`src/rtl/noise_source.sv`:
```
// Biased pseudo-random noise channels from a 32-bit leap-forward LFSR (10 steps per advance),
// with seed loading, a warm-up phase and per-channel windowed ones-counters.
`timescale 1ns/1ps
module noise_source #(
    parameter logic [31:0] SEED          = 32'hACE1_2468,
    parameter int          WARMUP_CYCLES = 4,
    parameter int          WIN_LOG2      = 10
) (
    input  logic                      clk,
    input  logic                      rst_n,
    input  logic                      en,
    input  logic                      seed_load,
    input  logic [31:0]               seed_in,
    output logic [3:0]                nois,
    output logic                      nois_valid,
    output logic [4*(WIN_LOG2+1)-1:0] stats_cnt,
    output logic                      stats_valid
);

    localparam int         CW        = WIN_LOG2 + 1;
    localparam logic [7:0] WARM_LAST = 8'(WARMUP_CYCLES - 1);

    typedef enum logic {WARMUP, RUN} state_e;

    state_e                state_q, state_d;
    logic [31:0]           lfsr_q, lfsr_d;
    logic [7:0]            warm_q, warm_d;
    logic [3:0]            nois_q, nois_d;
    logic                  nvld_q, nvld_d;
    logic [WIN_LOG2-1:0]   win_q, win_d;
    logic [3:0][CW-1:0]    ones_q, ones_d;
    logic [3:0][CW-1:0]    stats_q, stats_d;
    logic                  svld_q, svld_d;
    logic [31:0]           lfsr_adv;
    logic [9:0]            fb_bits;
    logic [3:0]            chan;

    // Ten serial LFSR steps unrolled; b[0] is the first feedback bit produced.
    function automatic logic [41:0] leap10(input logic [31:0] s);
        logic [31:0] t;
        logic [9:0]  b;
        t = s;
        b = '0;
        for (int i = 0; i < 10; i++) begin
            b[i] = t[31] ^ t[21] ^ t[1] ^ t[0];
            t    = {t[30:0], b[i]};
        end
        return {b, t};
    endfunction

    assign {fb_bits, lfsr_adv} = leap10(lfsr_q);
    // Disjoint bit groups keep the channels mutually independent.
    assign chan = {&fb_bits[9:6], &fb_bits[5:3], &fb_bits[2:1], fb_bits[0]};

    always_comb begin
        state_d = state_q;
        lfsr_d  = lfsr_q;
        warm_d  = warm_q;
        nois_d  = '0;
        nvld_d  = 1'b0;
        win_d   = win_q;
        ones_d  = ones_q;
        stats_d = stats_q;
        svld_d  = 1'b0;
        if (seed_load) begin
            lfsr_d  = (seed_in == 32'd0) ? SEED : seed_in;
            state_d = WARMUP;
            warm_d  = '0;
            win_d   = '0;
            ones_d  = '0;
        end else begin
            case (state_q)
                WARMUP: begin
                    lfsr_d = lfsr_adv;
                    warm_d = warm_q + 8'd1;
                    if (warm_q == WARM_LAST) state_d = RUN;
                end
                RUN: begin
                    if (en) begin
                        lfsr_d = lfsr_adv;
                        nois_d = chan;
                        nvld_d = 1'b1;
                        win_d  = win_q + 1'b1;
                        for (int k = 0; k < 4; k++)
                            ones_d[k] = ones_q[k] + {{WIN_LOG2{1'b0}}, chan[k]};
                        // Last sample of the window: publish totals and restart.
                        if (&win_q) begin
                            stats_d = ones_d;
                            svld_d  = 1'b1;
                            win_d   = '0;
                            ones_d  = '0;
                        end
                    end
                end
                default: state_d = WARMUP;
            endcase
        end
    end

    always_ff @(posedge clk or negedge rst_n) begin
        if (!rst_n) begin
            state_q <= WARMUP;
            lfsr_q  <= SEED;
            warm_q  <= '0;
            nois_q  <= '0;
            nvld_q  <= 1'b0;
            win_q   <= '0;
            ones_q  <= '0;
            stats_q <= '0;
            svld_q  <= 1'b0;
        end else begin
            state_q <= state_d;
            lfsr_q  <= lfsr_d;
            warm_q  <= warm_d;
            nois_q  <= nois_d;
            nvld_q  <= nvld_d;
            win_q   <= win_d;
            ones_q  <= ones_d;
            stats_q <= stats_d;
            svld_q  <= svld_d;
        end
    end

    assign nois        = nois_q;
    assign nois_valid  = nvld_q;
    assign stats_cnt   = stats_q;
    assign stats_valid = svld_q;

endmodule

```
`config.mk`:
```
export PLATFORM = sky130hd
export DESIGN_NAME = noise_source
export DESIGN_NICKNAME = d
export VERILOG_FILES = /design/src/rtl/noise_source.sv
export SDC_FILE = /design/constraint.sdc
export NUM_CORES = 1
export LEC_CHECK = 0
export ABC_AREA = 1
export BUFFER_PORTS_ARGS = -buffer_cell sky130_fd_sc_hd__buf_4
export CORE_MARGIN = 5
export CORE_UTILIZATION = 40
export CTS_CLUSTER_SIZE = 14
export DETAILED_ROUTE_END_ITERATION = 10
export PLACE_DENSITY_LB_ADDON = 0.15
export SYNTH_ARGS = -nofsm -noshare
export SYNTH_HDL_FRONTEND = slang
export SYNTH_SLANG_ARGS = --single-unit
```
`constraint.sdc`:
```
create_clock -name clk -period 12.2 [get_ports clk]
set_input_delay 1.83 -clock clk [delete_from_list [all_inputs] [get_ports clk]]
set_output_delay 1.83 -clock clk [all_outputs]
set_load 0.01 [all_outputs]
```
# ---- Word level (Yosys, flattened, before mapping)
# Cells that the tools add are included.
dict set report classes {
  add_sub_neg 6
  eq_ne 3
  muxes 27
  n_bitwise 32
  n_reduce_logical 9
}
# operator count
set op_table {}
lappend op_table {{44-bit 2-to-1 mux} 4}
lappend op_table {{32-bit 2-to-1 mux} 3}
lappend op_table {{32-bit one-hot mux with 2 select lines} 1}
lappend op_table {{11-bit by 1-bit adder with 11-bit output} 4}
lappend op_table {{10-bit 2-to-1 mux} 4}
lappend op_table {{32-bit zero test} 1}
lappend op_table {{1-bit XOR} 30}
lappend op_table {{8-bit 2-to-1 mux} 2}
lappend op_table {{13-bit AND reduction} 1}
lappend op_table {{4-bit 2-to-1 mux} 3}
lappend op_table {{10-bit by 1-bit adder with 10-bit output (second input constant)} 1}
lappend op_table {{1-bit 2-to-1 mux} 10}
lappend op_table {{10-bit AND reduction} 1}
lappend op_table {{8-bit by 1-bit adder with 8-bit output (second input constant)} 1}
lappend op_table {{8-bit by 2-bit equality test with 1-bit output (second input constant)} 1}
lappend op_table {{2-bit AND reduction} 2}
lappend op_table {{4-bit AND reduction} 1}
lappend op_table {{2-bit nonzero test} 2}
lappend op_table {{3-bit != test (second input constant)} 1}
lappend op_table {{3-bit AND reduction} 1}
lappend op_table {{2-bit != test (second input constant)} 1}
lappend op_table {{1-bit NOT} 2}
dict set report totals {
  word_cells 92
  ff_bits 145
  output_inout_bits 50
  in_bits 36
}

# ---- Logic depth before layout (Yosys ltp)
# Gate-level depths: netlist (run 1).
dict set report depth {
  word_depth 18
  mapped_depth 39
  mapped_depth_nobuf 39
}

# ---- Worst setup path after synthesis (run 1)
# No wires, ideal clock.
dict set report synth_timing {
  kind {flip-flop to flip-flop}
  start {reg lfsr_q[21]}
  end {reg stats_q, in the netlist stats_cnt[43]}
  period_less_slack_ns 4.987
  setup_time_ns 0.083
  path_stages_with_launch 38
  path_buffers 0
  t_arrival_ns 4.904
  required_time_ns 12.117
  slack_ns 7.213
  path_cell_list {dfstp_2 > inv_1 > nand2_1 > nand3_1 > nand2_1 > xor2_1 > xor2_1 > ha_1 > inv_1 > nand2_1 > nand2_1 > nand2_1 > nand2_1 > inv_1 > nand3_1 > nand2_1 > inv_1 > ha_1 > [2 not listed] > ha_1 > xnor2_1 > inv_1 > nand3_1 > and2_1 > ha_1 > nand2_1 > inv_1 > ha_1 > ha_1 > nand3_1 > nor2_1 > nand2_1 > nor4_1 > nand2_1 > xor2_1 > inv_1 > o21ai_0}
}
dict set report synth_via {
  elab_chain_len 14
  word_cells_on_any_way 22
  cone_classes {add/sub (1); bitwise (20); reduce/logical (1)}
}
# item line_no
set synth_rtl {}
lappend synth_rtl {{start, declared} 26} ;# logic [31:0] lfsr_q, lfsr_d;
lappend synth_rtl {{start signal, assigned} 113} ;# lfsr_q <= lfsr_d;
lappend synth_rtl {{1-bit XOR * (3 in series)} 45} ;# b[i] = t[31] ^ t[21] ^ t[1] ^ t[0];
lappend synth_rtl {{1-bit XOR (9 in series)} 45}
lappend synth_rtl {{4-bit AND reduction *} 53} ;# assign chan = {&fb_bits[9:6], &fb_bits[5:3], &fb_bits[2:1], fb_bits[0]};
lappend synth_rtl {{11-bit by 1-bit adder with 11-bit output *} 85} ;# ones_d[k] = ones_q[k] + {{WIN_LOG2{1'b0}}, chan[k]};
lappend synth_rtl {{end signal, assigned} 119} ;# stats_q <= stats_d;
lappend synth_rtl {{end, declared} 32} ;# logic [3:0][CW-1:0] stats_q, stats_d;
# Mark *: on every way between the ends. The rest lies on a longest branch, timed or not.
# A chain may end at the register's enable or synchronous reset.

# ---- Worst setup path in the final report (run 1)
# Same ends and word-level chain as after synthesis.

==> flow_summary.json, run 1 <==
{
  "status": "finished clean",
  "ir_drop_mv": 0.180,
  "ctsHoldBuffers": 0,
  "setup_ws_ns": 6.63,
  "p_clk_share_pct": 27.2,
  "critPathKind": "reg -> reg",
  "syn-cell-area_um2": 6890,
  "place_area_um2": 7690,
  "arrival_ns": 5.84,
  "drv_cap": 0,
  "layout.cells.non_filler": 1095,
  "ys_seq_elements": 145,
  "synth_top_area_share_pct": 47.9,
  "antenna_found_initial": 0,
  "end_kind": "register",
  "placedCellCount": 1065,
  "ios": 86,
  "clock_skew_ns": 0.0118,
  "area_growth_pct": 19.8,
  "crit_path_start_kind": "register",
  "cp_max_fo": 4,
  "initial_core_util_pct": 40.3,
  "ys_warn_count": 0,
  "syn_avg_cell_area_um2": 8.81,
  "cp_common_cell": "nand2_1",
  "syn_nets": 832,
  "clkLatencyLatePin_ns": 0.42,
  "design_area_um2": 8250,
  "hold_violations": 0,
  "final.min_clock_period_ns": 5.57,
  "synthXorXnorAreaFrac_pct": 5.57,
  "r2r_start": "lfsr_q[21]$_DFFE_PN1P_",
  "synth.largest_area_cell": "dfrtp_1",
  "vias_per_cell": 5.06,
  "path_buf_inv": 7,
  "synth-adder-area-share_pct": 2.54,
  "cp_data_required_time_ns": 12.46,
  "power_density_nw_per_um2": 224,
  "path_clk_slew_ns": 0.06,
  "place_congestion": 0.820,
  "hold_start": "lfsr_q[5]$_DFFE_PN1P_",
  "cts_tree": "built",
  "num_rows": 48,
  "finalSetupTns_ns": 0,
  "cts_setup_buffers": 0,
  "hold_end": "lfsr_q[5]$_DFFE_PN1P_",
  "die_h_um": 141,
  "die_x_um": 141,
  "grt_pass1_vias": 5737,
  "setup.worst_path.start": "lfsr_q[21]$_DFFE_PN1P_",
  "synth_top_family_by_area": "simple AND/OR/NAND/NOR gates",
  "synth_cells": 782,
  "total_power_mw": 1.85,
  "internal_power_mw": 1.16,
  "synthDistinctLibCells": 34,
  "dp_slack_ns": 6.62,
  "grt_pass1_wl_um": 27500,
  "cpMaxStageDelayCell": "dfstp_2",
  "crit_cells": 37,
  "pwr-share-seq_pct": 30.9,
  "rsz0062_at_grt": "false",
  "seq_area_frac_synth_pct": 52.9,
  "timing.final.crit_share_pct": 45.7,
  "drive_above_1_share_pct": 17.0,
  "grt_overflow": 0,
  "dr.pass1.iters": 5,
  "synth.mux.area_fraction_pct": 0,
  "numClockSinks": 145,
  "wl_um": 16300,
  "core_um2": 17100,
  "rr_worst_depth": 37,
  "synth-compound-area-share_pct": 15.0,
  "h-tree-depth": 4,
  "drt_iter0_drc": 287,
  "p_comb_share_pct": 42.0,
  "io_buffers": 85,
  "synth.area.top_cells": "dfrtp_1 (48%), nand2_1 (8.0%), o21ai_0 (5.2%)",
  "hold_path_depth": 2,
  "grt_max_degree": 78,
  "clockRootBuffer": "clkbuf_16",
  "clk_path_buf_depth": 2,
  "ant_nets": 0,
  "switching_share_pct": 37.3,
  "cts_buffers": 17,
  "relSlewSlack_pct": 33.6,
  "finalSetupViolations": 0,
  "slew_viol_final": 0,
  "p_sw_mw": 0.689,
  "yosys.area_share.simple_pct": 17.0,
  "die-area_um2": 20000,
  "final_nets": 909,
  "dr_total_vias": 5541,
  "regToRegSetupSlack_ns": 6.63,
  "drcViolationCount": 0,
  "routedWlPerCell_um": 14.8,
  "cp_top_family": "simple AND/OR/NAND/NOR gates",
  "timing.hold.ws_ns": 0.471,
  "cts_resized": 0,
  "tightest_slew_ns": 0.996,
  "timing.rr.end": "stats_cnt[43]$_DFFE_PN0P_",
  "track_usage_pct": 17.0,
  "worst_path_largest_cell_delay_ns": 0.54,
  "power.leakage_nw": 3.75,
  "dp_hpwl_um": 11300,
  "post-route-util_pct": 48.2,
  "hold_path.class": "reg -> reg",
  "antenna_cells": 0,
  "timing.fmax_mhz": 179
}
==> cells in the final DEF, fill, tap and decap left out, drive strengths merged, types with 20 or more instances in the layout <==
| cell | instances |
|---|---|
| o22ai | 36 |
| a21oi | 48 |
| clkbuf | 20 |
| dfrtp | 132 |
| buf | 89 |
| xor2 | 31 |
| nand3 | 31 |
| nand2 | 150 |
| o21ai | 106 |
| inv | 87 |
| nor2 | 51 |
==> sequential cells by signal, indices dropped and copies added, names as in the netlist <==
register,flops
lfsr_q,32
stats_cnt,44
state_q,1
nois_valid,1
win_q,10
nois,4
stats_valid,1
ones_q,44
warm_q,8
==> worst max-delay path by stage <==
stage	endpoint	slack (ns)
2_1_floorplan	stats_cnt[43]$_DFFE_PN0P_	7.21
3_3_place_gp	stats_cnt[43]$_DFFE_PN0P_	6.91
3_5_place_dp	stats_cnt[43]$_DFFE_PN0P_	6.62
4_1_cts	stats_cnt[43]$_DFFE_PN0P_	6.59
5_1_grt	stats_cnt[43]$_DFFE_PN0P_	5.90
6_report	stats_cnt[43]$_DFFE_PN0P_	6.63
==> worst register-to-register path: cells and delay by family, from the launching register on <==
| kind | cells | cell delay (ns) |
|---|---|---|
| flops | 1 | 0.54 |
| buf+inv | 7 | 0.43 |
| xor+xnor | 6 | 1.24 |
| simple gates | 17 | 1.67 |
| fa+ha+maj | 6 | 1.47 |
| compound gates | 1 | 0.08 |
==> power groups by stage <==
stage | combinational (mW) | sequential [mW] | clock, mW
after global placement | 0.751 | 0.576 | 0
after floorplan | 0.589 | 0.571 | 0
after detailed placement | 0.785 | 0.578 | 0
final | 0.774 | 0.570 | 0.501
after global routing | 0.896 | 0.576 | 0.537
after CTS | 0.790 | 0.570 | 0.515
==> synth_stat cells, drive strengths merged <==
library cell  instances
o22ai                36
nor4                 13
xnor2                12
o21ai               106
nand2               150
ha                   14
nor3                 14
a22o                  1
clkbuf               18
and2                  1
o21a                  1
inv                  85
a21oi                48
o32ai                 1
dfstp                13
buf                  13
nand3b                4
xor2                 31
nand3                31
dfrtp               132
o31ai                 1
nand4                 6
nor2                 51
==> area by class of cell <==
cell class | instances | area (um2)
clock inverter | 10 | 110
sequential | 145 | 3640
tap | 225 | 282
clock buffer | 20 | 457
inverter | 85 | 319
timing repair buffer | 89 | 672
fill | 1660 | 8860
multi-input combinational | 521 | 2770
==> metal layers <==
metal	up-vias	part of all wire, %	global-route usage (%)
li1	2757	-	-
met1	2649	46	22.4
met2	126	49	27.9
met3	9	4.3	3.81
met4	0	0.78	5.66
met5	-	0	0
==> cell families after synthesis <==
kind of cell	count (synthesis)
AOI/OAI and AO/OA	194
and+or+nand+nor	270
xor gates and xnor gates	43
DFF	145
buffers and inverters	116
adders and majority gates	14
Note: power is estimated with default switching activity, not from simulation.
==> run 2, diff against run 1 <==
Clock period 12.2 ns to 5.5 ns, I/O delays scaled along.
==> flow_summary.json, run 2 (synthesis results as in run 1) <==
{
  "cts_buffers": 17,
  "wl_um": 16700,
  "cts_tree": "built",
  "finalSetupTns_ns": 0,
  "drive_above_1_share_pct": 20.9,
  "crit_end": "ones_q[43]$_DFFE_PN0P_",
  "grt_overflow": 0,
  "place_area_um2": 7690,
  "numClockSinks": 145,
  "relSlewSlack_pct": 34.2,
  "rr_worst_depth": 36,
  "initial_core_util_pct": 40.3,
  "vias_per_cell": 5.16,
  "antenna_cells": 0,
  "power.leakage_nw": 3.85,
  "grt_max_degree": 97,
  "r2r_start": "lfsr_q[21]$_DFFE_PN1P_",
  "ir_drop_mv": 0.580,
  "cp_data_required_time_ns": 5.77,
  "die_x_um": 141,
  "drv_cap": 0,
  "area_growth_pct": 23.6,
  "cpMaxStageDelayCell": "dfstp_2",
  "io_buffers": 85,
  "ios": 86,
  "die_h_um": 141,
  "track_usage_pct": 17.3,
  "antenna_found_initial": 0,
  "finalSetupViolations": 0,
  "final_cell_mix": "nand2_1 (139), dfrtp_1 (132), buf_4 (95)",
  "final.min_clock_period_ns": 5.17,
  "ctsHoldBuffers": 0,
  "timing.final.crit_share_pct": 93.9,
  "design_area_um2": 8520,
  "cp_top_family": "simple AND/OR/NAND/NOR gates",
  "power_density_nw_per_um2": 554,
  "dr.pass1.iters": 4,
  "clockRootBuffer": "clkbuf_16",
  "regToRegSetupSlack_ns": 0.33,
  "timing.rr.end": "ones_q[43]$_DFFE_PN0P_",
  "end_kind": "register",
  "drt_iter0_drc": 305,
  "core_um2": 17100,
  "ant_nets": 0,
  "status": "finished clean",
  "hold_path.class": "in -> async",
  "clk_path_buf_depth": 2,
  "worst_path_largest_cell_delay_ns": 0.53,
  "dr_total_vias": 5691,
  "cp_max_fo": 4,
  "dp_hpwl_um": 11400,
  "timing.fmax_mhz": 194,
  "grt_pass1_vias": 5770,
  "num_rows": 48,
  "drcViolationCount": 0,
  "total_power_mw": 4.72,
  "h-tree-depth": 4,
  "critPathKind": "reg -> reg",
  "final_nets": 916,
  "routedWlPerCell_um": 15.1,
  "crit_cells": 36,
  "setup.worst_path.start": "lfsr_q[21]$_DFFE_PN1P_",
  "clkLatencyLatePin_ns": 0.42,
  "place_congestion": 0.824,
  "arrival_ns": 5.43,
  "layout_commonest_cell": "nand2_1",
  "tightest_slew_ns": 0.977,
  "clock_skew_ns": 0.00810,
  "hold_violations": 0,
  "path_clk_slew_ns": 0.06,
  "path_buf_inv": 6,
  "crit_path_start_kind": "register",
  "die-area_um2": 20000,
  "slew_viol_final": 0,
  "grt_pass1_wl_um": 28100
}
## run 2: cell count changes in the layout (fill, tap and decap cells not counted), moves of 4 or more
cell     before  now
nand3_1      31   25
nand2_1     146  139
nand2_2       4   11
inv_2         5    9
inv_1        80   76
nand3_2       0    5
buf_4        88   95
## run 2: per-layer routing
metal / vias to the layer above / GRT usage [%] / wire length, um
li1: 2780 / - / -
met1: 2770 / 22.6 / 7540
met2: 116 / 28.6 / 8090
met3: 25 / 3.81 / 767
met4: 0 / 6.02 / 291
met5: - / 0 / 0
## run 2: worst min path at each step
stage	to	slack, ns	cells past startpoint
5_1_grt	lfsr_q[5]$_DFFE_PN1P_	0.50	2
4_1_cts	lfsr_q[5]$_DFFE_PN1P_	0.48	2
6_report	stats_cnt[18]$_DFFE_PN0P_	0.46	1
3_3_place_gp	lfsr_q[5]$_DFFE_PN1P_	0.46	2
2_1_floorplan	lfsr_q[5]$_DFFE_PN1P_	0.45	2
3_5_place_dp	lfsr_q[5]$_DFFE_PN1P_	0.47	2
## run 2: final cells by class
cell class,instances,area [um2]
Sequential cell,145,3640
Multi-Input combinational cell,521,2920
Clock buffer,20,467
Inverter,85,319
Timing Repair Buffer,96,724
Clock inverter,10,158
Fill cell,1625,8600
Tap cell,225,282
## run 2: power by group
group          switching [mW]  total [mW]  internal [mW]  leakage (nW)
clock                   0.433        1.22          0.789         0.312
sequential             0.0694        1.27           1.20          1.94
combinational            1.22        2.23           1.01          1.59
total                    1.72        4.72           3.00          3.85
## run 2: metrics by stage
step / worst slack, ns / utilization, % / hold slack [ns] / instances
finish: 0.333 / 49.8 / 0.455 / 1102
CTS: 0.0664 / 48.6 / 0.475 / 1096
detailed placement: 0.0260 / 45.0 / 0.465 / 1066
global route: -0.0587 / 49.8 / 0.498 / 1102
floorplan: 0.513 / - / 0.448 / 782
global placement: 0.323 / 45.0 / 0.461 / 1066
## run 2: what timing repair did
item / in CTS / in global routing
pin swaps: 0 / 14
resized for setup: 1 / 34
setup endpoints to repair: 1 / 12
setup buffers: 0 / 6
